File: config.mk
export PLATFORM = sky130hd
export DESIGN_NAME = sram_pkt_reader
export DESIGN_NICKNAME = d
export VERILOG_FILES = /design/src/rtl/sram_pkt_reader_pkg.sv /design/src/rtl/sram_pkt_reader_rd_fifo.sv /design/src/rtl/sram_pkt_reader.sv
export SDC_FILE = /design/constraint.sdc
export NUM_CORES = 1
export LEC_CHECK = 0
export CAP_MARGIN = 5
export CORE_AREA = 2 2 123 125
export DETAILED_ROUTE_END_ITERATION = 12
export DIE_AREA = 0 0 125 127
export PLACE_DENSITY = 0.73
export SETUP_SLACK_MARGIN = 0.05
export SLEW_MARGIN = 20
export SYNTH_ARGS = -nofsm -noshare
export SYNTH_HDL_FRONTEND = slang
export SYNTH_HIERARCHICAL = 1
export SYNTH_SLANG_ARGS = --single-unit
File: constraint.sdc
create_clock -name iClk -period 3.6 [get_ports iClk]
set_input_delay 0.36 -clock iClk [delete_from_list [all_inputs] [get_ports iClk]]
set_output_delay 0.36 -clock iClk [all_outputs]
set_load 0.01 [all_outputs]
File: src/rtl/sram_pkt_reader_pkg.sv
// Shared definitions for the SRAM packet reader: default geometry, FSM states
// and the read-credit helper.
package sram_pkt_reader_pkg;

  localparam int SRAM_AW     = 14;
  localparam int SRAM_DW     = 16;
  localparam int DESC_LEN_W  = 12;
  localparam int SRAM_RD_LAT = 1;
  localparam int OUT_FDEPTH  = 4;

  typedef enum logic [1:0] {
    S_IDLE  = 2'd0,
    S_RUN   = 2'd1,
    S_DRAIN = 2'd2,
    S_DONE  = 2'd3
  } rdState_t;

  // One more read fits only if every committed word still has a FIFO slot.
  function automatic logic creditOk(input int used, input int depth);
    return (used + 32'sd1) <= depth;
  endfunction

endpackage

File: src/rtl/sram_pkt_reader_rd_fifo.sv
// Synchronous show-ahead FIFO holding returned SRAM words with their sop/eop tags.
// The head entry is visible on oHead whenever oEmpty is low.
module sram_pkt_reader_rd_fifo #(
  parameter int W     = 18,
  parameter int DEPTH = 4
) (
  input  logic                       iClk,
  input  logic                       iRst_n,
  input  logic                       iPush,
  input  logic [W-1:0]               iPushData,
  input  logic                       iPop,
  output logic [W-1:0]               oHead,
  output logic [$clog2(DEPTH+1)-1:0] oCount,
  output logic                       oEmpty,
  output logic                       oFull
);
  localparam int PW = (DEPTH > 1) ? $clog2(DEPTH) : 1;
  localparam int CW = $clog2(DEPTH + 1);

  logic [W-1:0]  mem_r [DEPTH];
  logic [PW-1:0] wrPtr_r, rdPtr_r;
  logic [CW-1:0] count_r;
  logic          pushOk_s, popOk_s;

  function automatic logic [PW-1:0] ptrInc(input logic [PW-1:0] p);
    if (p == PW'(DEPTH - 1)) begin
      return '0;
    end else begin
      return p + PW'(1);
    end
  endfunction

  assign oEmpty   = (count_r == CW'(0));
  assign oFull    = (count_r == CW'(DEPTH));
  assign oCount   = count_r;
  assign oHead    = mem_r[rdPtr_r];
  assign popOk_s  = iPop & ~oEmpty;
  // A full FIFO still takes a push when the head leaves in the same cycle.
  assign pushOk_s = iPush & (~oFull | popOk_s);

  // Storage array; contents are don't-care until written.
  always_ff @(posedge iClk) begin
    if (pushOk_s) begin
      mem_r[wrPtr_r] <= iPushData;
    end
  end

  // Pointers and occupancy.
  always_ff @(posedge iClk or negedge iRst_n) begin
    if (!iRst_n) begin
      wrPtr_r <= '0;
      rdPtr_r <= '0;
      count_r <= '0;
    end else begin
      if (pushOk_s) wrPtr_r <= ptrInc(wrPtr_r);
      if (popOk_s)  rdPtr_r <= ptrInc(rdPtr_r);
      case ({pushOk_s, popOk_s})
        2'b10:   count_r <= count_r + CW'(1);
        2'b01:   count_r <= count_r - CW'(1);
        default: count_r <= count_r;
      endcase
    end
  end

endmodule

File: src/rtl/sram_pkt_reader.sv
// Read-side SRAM initiator: takes a (start, length) descriptor, issues
// credit-limited reads and streams the frame out with valid/ready and sop/eop.
module sram_pkt_reader
  import sram_pkt_reader_pkg::*;
#(
  parameter int AW     = SRAM_AW,
  parameter int DW     = SRAM_DW,
  parameter int LEN_W  = DESC_LEN_W,
  parameter int RD_LAT = SRAM_RD_LAT,
  parameter int FDEPTH = OUT_FDEPTH
) (
  input  logic             iClk,
  input  logic             iRst_n,
  input  logic             iDescValid,
  output logic             oDescReady,
  input  logic [AW-1:0]    iDescAddr,
  input  logic [LEN_W-1:0] iDescLen,
  output logic             oCEn,
  output logic             oWEn,
  output logic [DW-1:0]    oBWEn,
  output logic [AW-1:0]    oAddr,
  input  logic [DW-1:0]    iRData,
  output logic             oValid,
  input  logic             iReady,
  output logic [DW-1:0]    oData,
  output logic             oSop,
  output logic             oEop,
  output logic             oDone
);
  localparam int FW = DW + 2;
  localparam int CW = $clog2(FDEPTH + 1);

  rdState_t         state_r, nextState_s;
  logic [AW-1:0]    curAddr_r, srcAddr_s, addr_r;
  logic [LEN_W-1:0] remaining_r, srcRem_s;
  logic             firstFlag_r, srcFirst_s, accept_s, issue_s, credit_s;
  logic             ceN_r, descReady_r, done_r, eopSeen_r, eopDone_s, emptyAfter_s;
  logic [RD_LAT:0]  tagVld_r, tagSop_r, tagEop_r;
  int               inflight_s;
  logic             pop_s, fifoEmpty_s, fifoFull_s;
  logic [FW-1:0]    head_s;
  logic [CW-1:0]    fifoCount_s;

  assign oCEn       = ceN_r;
  assign oWEn       = 1'b1;
  assign oBWEn      = {DW{1'b1}};
  assign oAddr      = addr_r;
  assign oDescReady = descReady_r;
  assign oDone      = done_r;
  assign oValid     = ~fifoEmpty_s;
  assign pop_s      = ~fifoEmpty_s & iReady;

  sram_pkt_reader_rd_fifo #(.W(FW), .DEPTH(FDEPTH)) uFifo (
    .iClk      (iClk),
    .iRst_n    (iRst_n),
    .iPush     (tagVld_r[RD_LAT]),
    .iPushData ({iRData, tagSop_r[RD_LAT], tagEop_r[RD_LAT]}),
    .iPop      (pop_s),
    .oHead     (head_s),
    .oCount    (fifoCount_s),
    .oEmpty    (fifoEmpty_s),
    .oFull     (fifoFull_s)
  );

  // Output beat: FIFO head, forced to zero when nothing is valid.
  always_comb begin
    if (fifoEmpty_s) begin
      oData = '0;
      oSop  = 1'b0;
      oEop  = 1'b0;
    end else begin
      oData = head_s[FW-1:2];
      oSop  = head_s[1];
      oEop  = head_s[0];
    end
  end

  // Next state, read issue and credit; every tag stage counts as in flight
  // until its word has been pushed.
  always_comb begin
    nextState_s = state_r;
    accept_s    = 1'b0;
    issue_s     = 1'b0;
    srcAddr_s   = curAddr_r;
    srcRem_s    = remaining_r;
    srcFirst_s  = firstFlag_r;
    inflight_s  = 32'sd0;
    for (int i = 0; i <= RD_LAT; i++) begin
      inflight_s = inflight_s + int'(tagVld_r[i]);
    end
    credit_s     = creditOk(int'(fifoCount_s) + inflight_s, FDEPTH) & ~fifoFull_s;
    eopDone_s    = eopSeen_r | (pop_s & head_s[0]);
    emptyAfter_s = fifoEmpty_s | ((fifoCount_s == CW'(1)) & pop_s);
    case (state_r)
      S_IDLE: begin
        if (iDescValid && descReady_r) begin
          accept_s   = 1'b1;
          srcAddr_s  = iDescAddr;
          srcRem_s   = iDescLen;
          srcFirst_s = 1'b1;
          if (iDescLen != '0) begin
            nextState_s = S_RUN;
            issue_s     = credit_s;
          end else begin
            nextState_s = S_DONE;
          end
        end else begin
          nextState_s = S_IDLE;
        end
      end
      S_RUN: begin
        if (remaining_r == '0) begin
          nextState_s = S_DRAIN;
        end else begin
          issue_s = credit_s;
          if (credit_s && (remaining_r == LEN_W'(1))) begin
            nextState_s = S_DRAIN;
          end else begin
            nextState_s = S_RUN;
          end
        end
      end
      S_DRAIN: begin
        if ((inflight_s == 32'sd0) && eopDone_s && emptyAfter_s) begin
          nextState_s = S_DONE;
        end else begin
          nextState_s = S_DRAIN;
        end
      end
      S_DONE:  nextState_s = S_IDLE;
      default: nextState_s = S_IDLE;
    endcase
  end

  // State, counters, registered SRAM strobes and the read-tag pipeline.
  always_ff @(posedge iClk or negedge iRst_n) begin
    if (!iRst_n) begin
      state_r     <= S_IDLE;
      curAddr_r   <= '0;
      remaining_r <= '0;
      firstFlag_r <= 1'b0;
      ceN_r       <= 1'b1;
      addr_r      <= '0;
      descReady_r <= 1'b0;
      done_r      <= 1'b0;
      eopSeen_r   <= 1'b0;
      tagVld_r    <= '0;
      tagSop_r    <= '0;
      tagEop_r    <= '0;
    end else begin
      state_r     <= nextState_s;
      descReady_r <= (nextState_s == S_IDLE);
      done_r      <= (nextState_s == S_DONE);
      ceN_r       <= ~issue_s;
      if (issue_s) begin
        addr_r      <= srcAddr_s;
        curAddr_r   <= srcAddr_s + AW'(1);
        remaining_r <= srcRem_s - LEN_W'(1);
        firstFlag_r <= 1'b0;
      end else if (accept_s) begin
        curAddr_r   <= srcAddr_s;
        remaining_r <= srcRem_s;
        firstFlag_r <= 1'b1;
      end else begin
        curAddr_r   <= curAddr_r;
        remaining_r <= remaining_r;
        firstFlag_r <= firstFlag_r;
      end
      if (accept_s) begin
        eopSeen_r <= 1'b0;
      end else if (pop_s && head_s[0]) begin
        eopSeen_r <= 1'b1;
      end else begin
        eopSeen_r <= eopSeen_r;
      end
      tagVld_r <= {tagVld_r[RD_LAT-1:0], issue_s};
      tagSop_r <= {tagSop_r[RD_LAT-1:0], srcFirst_s};
      tagEop_r <= {tagEop_r[RD_LAT-1:0], (srcRem_s == LEN_W'(1))};
    end
  end

endmodule

# After elaboration in Yosys (flattened, before gate mapping)
# Memories as Yosys holds them, arrays and structs flattened.
# Cells that the tools add are included.
[totals]
out_inout_bits = 53
inputBits = 46
ram_bits = 72
wordCells = 98
regBits = 60
mem_count = 1
[classes]
bitwise_logic = 12
reduce_logical = 14
n_eq_ne = 12
n_addsub = 9
magnitude_cmp = 1
n_mux = 34
[mem_list]
columns = ["memory", "depth", "width", "read_ports", "rd_ports_with_merged_regs", "write_ports", "line", "source"]
rows = [
  ["uFifo.mem_r", 4, 18, 1, 0, 1, "sram_pkt_reader_rd_fifo.sv:20", "logic [W-1:0] mem_r [DEPTH];"],
]
[ops]
columns = ["cell", "count"]
rows = [
  ["two-way mux 14 bit", 4],
  ["two-way mux 12 bit", 4],
  ["logical NOT 32 bit", 1],
  ["== test 12 x 1 -> 1 bit, second input constant", 2],
  ["two-way mux 1 bit", 16],
  ["two-way mux 16 bit", 1],
  ["adder 14 x 1 -> 14 bit, second input constant", 1],
  ["== test 2 bit, second input constant", 6],
  ["logical NOT 12 bit", 1],
  ["two-way mux 2 bit", 6],
  ["nonzero test 12 bit", 1],
  ["subtractor 12 x 1 -> 12 bit, second input constant", 1],
  ["case mux 2 bit (4 select lines)", 1],
  ["AND 1 bit", 6],
  ["case mux 3 bit (2 select lines)", 1],
  ["nonzero test 2 bit", 3],
  ["adder 4 x 1 -> 5 bit, second input constant", 1],
  ["less-or-equal comparator 5 x 3 -> 1 bit, second input constant", 1],
  ["logical AND 1 bit", 5],
  ["adder 2 x 1 -> 2 bit, second input constant", 2],
  ["adder 3 x 2 -> 4 bit", 1],
  ["== test 2 x 1 -> 1 bit, second input constant", 2],
  ["logical NOT 2 bit", 2],
  ["adder 3 x 1 -> 3 bit, second input constant", 1],
  ["8 further kinds", 12],
]

# Depth between registers and ports, before layout
[depth]
depth_word = 10
depth_mapped = 13
ltp_nobuf = 11

# Cells and area by module
# Netlist, hierarchy kept.
[modules_own_cells]
columns = ["mod", "instances", "cells_each", "seq_area_each_um2", "area_per_inst_um2"]
rows = [
  ["sram_pkt_reader", 1, 368, 1327.5, 3340.7],
  ["sram_pkt_reader_rd_fifo", 1, 144, 2337.2, 3135.5],
]

# Least setup slack after synthesis
# OpenSTA, ideal clock, no wires.
[synth_timing]
path_kind = "flip-flop to flip-flop"
start = "register uFifo.count_r[2], in the netlist uFifo/oCount[2]"
end = "register uFifo.count_r[1], in the netlist uFifo/oCount[1]"
slack_ns = 0.635
arrival_ns = 2.878
n_path_buf = 4
t_required_ns = 3.513
period_less_slack_ns = 2.965
setup_time_ns = 0.087
path_stages_with_launch = 13
cell_sequence = "dfrtp_1 -> buf_6 -> nor3_1 -> clkbuf_1 -> clkbuf_1 -> nor2b_1 -> buf_2 -> o31a_1 -> or2b_1 -> fa_1 -> o21ba_2 -> o211ai_1 -> a22oi_1"
[synth_between]
elab_chain_cells = 8
elab_cells_between_ends = 12
cone_classes = "eq/ne: 3; mux: 1; bitwise: 6; reduce/logical: 2"
[synth_lines]
columns = ["item", "line", "source"]
rows = [
  ["start: declaration", "sram_pkt_reader_rd_fifo.sv:22", "logic [CW-1:0] count_r;"],
  ["start signal: assignment", "sram_pkt_reader_rd_fifo.sv:58", "2'b10: count_r <= count_r + CW'(1);"],
  ["start signal: assignment", "sram_pkt_reader_rd_fifo.sv:59", "2'b01: count_r <= count_r - CW'(1);"],
  ["start signal: assignment", "sram_pkt_reader_rd_fifo.sv:60", "default: count_r <= count_r;"],
  ["logical NOT 3 bit *", "sram_pkt_reader_rd_fifo.sv:33", "assign oEmpty = (count_r == CW'(0));"],
  ["via fifoEmpty_s", "sram_pkt_reader.sv:40", "logic pop_s, fifoEmpty_s, fifoFull_s;"],
  ["inverter 1 bit *", "sram_pkt_reader.sv:51", "assign pop_s = ~fifoEmpty_s & iReady;"],
  ["AND 1 bit *", "sram_pkt_reader.sv:51", ""],
  ["via pop_s", "sram_pkt_reader.sv:40", ""],
  ["AND 1 bit *", "sram_pkt_reader_rd_fifo.sv:37", "assign popOk_s = iPop & ~oEmpty;"],
  ["OR 1 bit", "sram_pkt_reader_rd_fifo.sv:39", "assign pushOk_s = iPush & (~oFull | popOk_s);"],
  ["AND 1 bit", "sram_pkt_reader_rd_fifo.sv:39", ""],
  ["== test 2 x 1 -> 1 bit or == test 2 bit (tied branches)", "sram_pkt_reader_rd_fifo.sv:57", "case ({pushOk_s, popOk_s})"],
  ["case mux 3 bit (2 select lines) or nonzero test 2 bit (tied branches)", "n/a", ""],
]
# Mark *: on every way through the listed nets, which the timed path passes. The rest lies on a longest branch.
# A chain may end at the register's enable or synchronous reset.

# Final worst setup path
[layout_timing]
start = "register tagVld_r[1]"
end = "register descReady_r, in the netlist oDescReady"
[layout_between]
elab_chain_cells = 10
elab_cells_between_ends = 14
cone_classes = "add/sub: 3; order compare: 1; mux: 4; bitwise: 1; reduce/logical: 5"
[layout_lines]
columns = ["item", "line", "source"]
rows = [
  ["start: declaration", "sram_pkt_reader.sv:38", "logic [RD_LAT:0] tagVld_r, tagSop_r, tagEop_r;"],
  ["start signal: assignment", "sram_pkt_reader.sv:176", "tagVld_r <= {tagVld_r[RD_LAT-1:0], issue_s};"],
  ["adder 1 x 1 -> 2 bit *", "sram_pkt_reader.sv:89", "inflight_s = inflight_s + int'(tagVld_r[i]);"],
  ["adder 3 x 2 -> 4 bit", "sram_pkt_reader.sv:91", "credit_s = creditOk(int'(fifoCount_s) + inflight_s, FDEPTH) & ~fifoFull_s;"],
  ["adder 4 x 1 -> 5 bit", "sram_pkt_reader_pkg.sv:20", "return (used + 32'sd1) <= depth;"],
  ["less-or-equal comparator 5 x 3 -> 1 bit", "sram_pkt_reader_pkg.sv:20", ""],
  ["AND 1 bit", "sram_pkt_reader.sv:91", ""],
  ["logical AND 1 bit", "sram_pkt_reader.sv:116", "if (credit_s && (remaining_r == LEN_W'(1))) begin"],
  ["two-way mux 2 bit", "sram_pkt_reader.sv:116", ""],
  ["two-way mux 2 bit", "sram_pkt_reader.sv:112", "if (remaining_r == '0) begin"],
  ["case mux 2 bit (4 select lines) *", "sram_pkt_reader.sv:94", "case (state_r)"],
  ["logical NOT 2 bit *", "sram_pkt_reader.sv:152", "descReady_r <= (nextState_s == S_IDLE);"],
  ["end signal: assignment", "sram_pkt_reader.sv:152", ""],
  ["end: declaration", "sram_pkt_reader.sv:37", "logic ceN_r, descReady_r, done_r, eopSeen_r, eopDone_s, emptyAfter_s;"],
]
# Mark *: on every way between the ends. The rest lies on a longest branch, timed or not.

==> impl_metrics.json <==
{
  "stdcell_count": 798,
  "ys_ff_latch": 132,
  "area_growth_pct": 24.1,
  "rsz0062_at_grt": "no",
  "maxCapViolCount": 0,
  "hold_class": "in -> async",
  "slew_viol_final": 0,
  "p_leak_nw": 3.10,
  "synth.area.top_cells": "edfxtp_1 33%, dfrtp_1 23%, mux4_2 6.3%",
  "cts.sinks": 132,
  "slew_headroom_pct": 43.0,
  "synth-edff-count": 72,
  "syn_inst": 512,
  "worst_pin_slew_ns": 0.834,
  "cts_buffers": 17,
  "p_sw_share_pct": 34.8,
  "first_global_vias": 4562,
  "r2r_start": "tagVld_r[1]",
  "period_share_pct": 83.7,
  "hpwl_um": 9810,
  "power.share.sequential_pct": 35.2,
  "skew_ns": 0.0119,
  "power_frac_comb_pct": 39.6,
  "crit_path_end_kind": "flip-flop",
  "ys.flop_type": "edfxtp_1",
  "p_switching_mw": 2.42,
  "max_clock_freq_ghz": 0.332,
  "routed_via_density": 5.46,
  "wl_per_cell_um": 17.9,
  "clockPowerShare_pct": 25.3,
  "drt_iter0_markers": 348,
  "arrival_ns": 3.32,
  "yosysTopAreaCell": "edfxtp_1",
  "grt_max_degree": 38,
  "die_h_um": 127,
  "grt_usage_pct": 18.8,
  "antenna_found_initial": 0,
  "crit_required_ns": 3.91,
  "dr.pass1.iters": 5,
  "intPower_mw": 4.53,
  "critPathMaxFanout": 11,
  "remaining_drc_errors": 0,
  "placedInstanceArea_um2": 7440,
  "clock_path_buffers": 2,
  "cts_max_level": 4,
  "finalPower_mw": 6.96,
  "syn-cell-area_um2": 6480,
  "ios": 99,
  "nets": 660,
  "root_buffer": "clkbuf_16",
  "rows": 44,
  "diodes": 0,
  "final_common_cell": "clkdlybuf4s50_1",
  "antenna_left": 0,
  "post-cts-setup-buffers": 0,
  "async_flop_share_pct": 45.5,
  "routed_wl_um": 14200,
  "power_density_nw_per_um2": 865,
  "synth_top_area_share_pct": 33.4,
  "die_width_um": 125,
  "placedCellCount": 766,
  "fin_area_um2": 8040,
  "yosysUniqueCellTypes": 70,
  "fin_tns_setup_ns": 0,
  "ir_drop_uv": 436,
  "ys_warn_count": 6,
  "cts_resized": 0,
  "gp_congestion": 0.859,
  "final.min_clock_period_ns": 3.01,
  "cts.hold.buffers_added": 0,
  "via_count": 4356,
  "crit_start": "tagVld_r[1]",
  "cts.clk_slew.worst_paths_ns": 0.06,
  "avgSynthCellArea_um2": 12.6,
  "finalSetupViolCount": 0,
  "drive_gt1_share_pct": 13.5,
  "ys_seq_area_share_pct": 56.6,
  "die_area_um2": 15900,
  "status": "finished, final reports clean",
  "cts_tree": "done",
  "layout_common_cells": "80 x clkdlybuf4s50_1, 72 x edfxtp_1, 59 x dfrtp_1",
  "start_util_pct": 44.9,
  "clk_latency_ns": 0.42,
  "grt_first_pass_wirelength_um": 23300,
  "critPathKind": "reg -> reg",
  "fp.coreArea_um2": 14400,
  "reg2reg_depth": 11,
  "worstSetupStartpointType": "flip-flop",
  "portBuffers": 81,
  "finalHoldViolations": 0,
  "grt_overflow": 0
}
[logic make-up after synthesis]
| kind of cell | Yosys count | share of synthesized area (%) |
|---|---|---|
| adders and majority gates | 13 | 2.63 |
| buffers and inverters | 62 | 5.14 |
| other | 1 | 0.0579 |
| DFF | 132 | 56.6 |
| xor gates and xnor gates | 26 | 3.52 |
| and+or+nand+nor | 177 | 14.9 |
| muxes | 48 | 11.1 |
| AOI/OAI and AO/OA | 53 | 6.05 |
[critical path, cell delays in order (launching register included)]
cell       delay [ns]
dfrtp_1          0.55
inv_1            0.08
ha_1             0.28
inv_1            0.04
ha_1             0.29
nand4b_1         0.12
o311ai_1         0.10
buf_4            0.18
nand2b_1         0.05
a2111oi_0        0.77
a31oi_1          0.24
and2_1           0.21
[layout make-up]
type,count,area [um^2]
tap,184,230
clock buffer,19,433
sequential,132,3660
inverter,19,71.3
fill,1183,6380
multi-input combinational,334,2540
clock inverter,13,171
timing repair buffer,97,926
[registers in the layout, summed over array words and instances (netlist names)]
name,flops
uFifo/oCount,3
state_r,2
oAddr,14
uFifo/mem_r,72
oDone,1
remaining_r,12
uFifo/rdPtr_r,2
uFifo/wrPtr_r,2
eopSeen_r,1
tagVld_r,2
tagEop_r,2
oCEn,1
oDescReady,1
curAddr_r,14
firstFlag_r,1
tagSop_r,2
[through the flow]
step / setup WS (ns) / util, % / hold WS [ns]
4_1_cts: 0.527 / 55.7 / 0.0689
2_1_floorplan: 0.635 / - / 0.0644
6_report: 0.587 / 55.7 / 0.0461
3_3_place_gp: 0.649 / 51.6 / 0.335
5_1_grt: 0.316 / 55.7 / 0.118
3_5_place_dp: 0.572 / 51.6 / 0.342
[cells in the mapped netlist, types with 4 or more instances]
library cell,count
or3_1,5
clkbuf_1,7
mux4_2,18
and2_1,6
a211oi_1,4
mux2_2,4
o21ai_0,11
buf_2,11
inv_1,18
or4_1,4
xor2_1,12
buf_4,19
nor2b_1,21
buf_1,4
xnor2_1,14
and3_1,6
a21oi_1,6
nand2_1,33
mux2i_1,23
nand3_1,11
edfxtp_1,72
ha_1,12
nand4_1,6
nor3_1,32
nor4_1,4
a31oi_1,8
nor2_1,27
dfrtp_1,59
[power by group through the flow]
stage,clock network (mW),registers [mW],logic (mW)
4_1_cts,1.79,2.44,2.78
2_1_floorplan,0,2.36,1.83
6_report,1.76,2.45,2.75
3_5_place_dp,0,2.46,2.76
5_1_grt,1.86,2.51,3.02
3_3_place_gp,0,2.44,2.68
[layer usage]
metal	track usage, %	share of wire [%]
met5	0	0
met4	6.21	1.6
met3	6.57	5.6
met2	31.8	51
met1	22.6	42
[worst paths after layout]
| kind | to | slack, ns |
|---|---|---|
| min reg2reg | tagSop_r[1] | 0.35 |
| max in group asynchronous | oCEn | 2.63 |
| min in group iClk | tagSop_r[1] | 0.35 |
| max reg2reg | oDescReady | 0.59 |
| max | oDescReady | 0.59 |
| min | curAddr_r[8] | 0.05 |
Note: power is estimated with default switching activity, not from simulation.
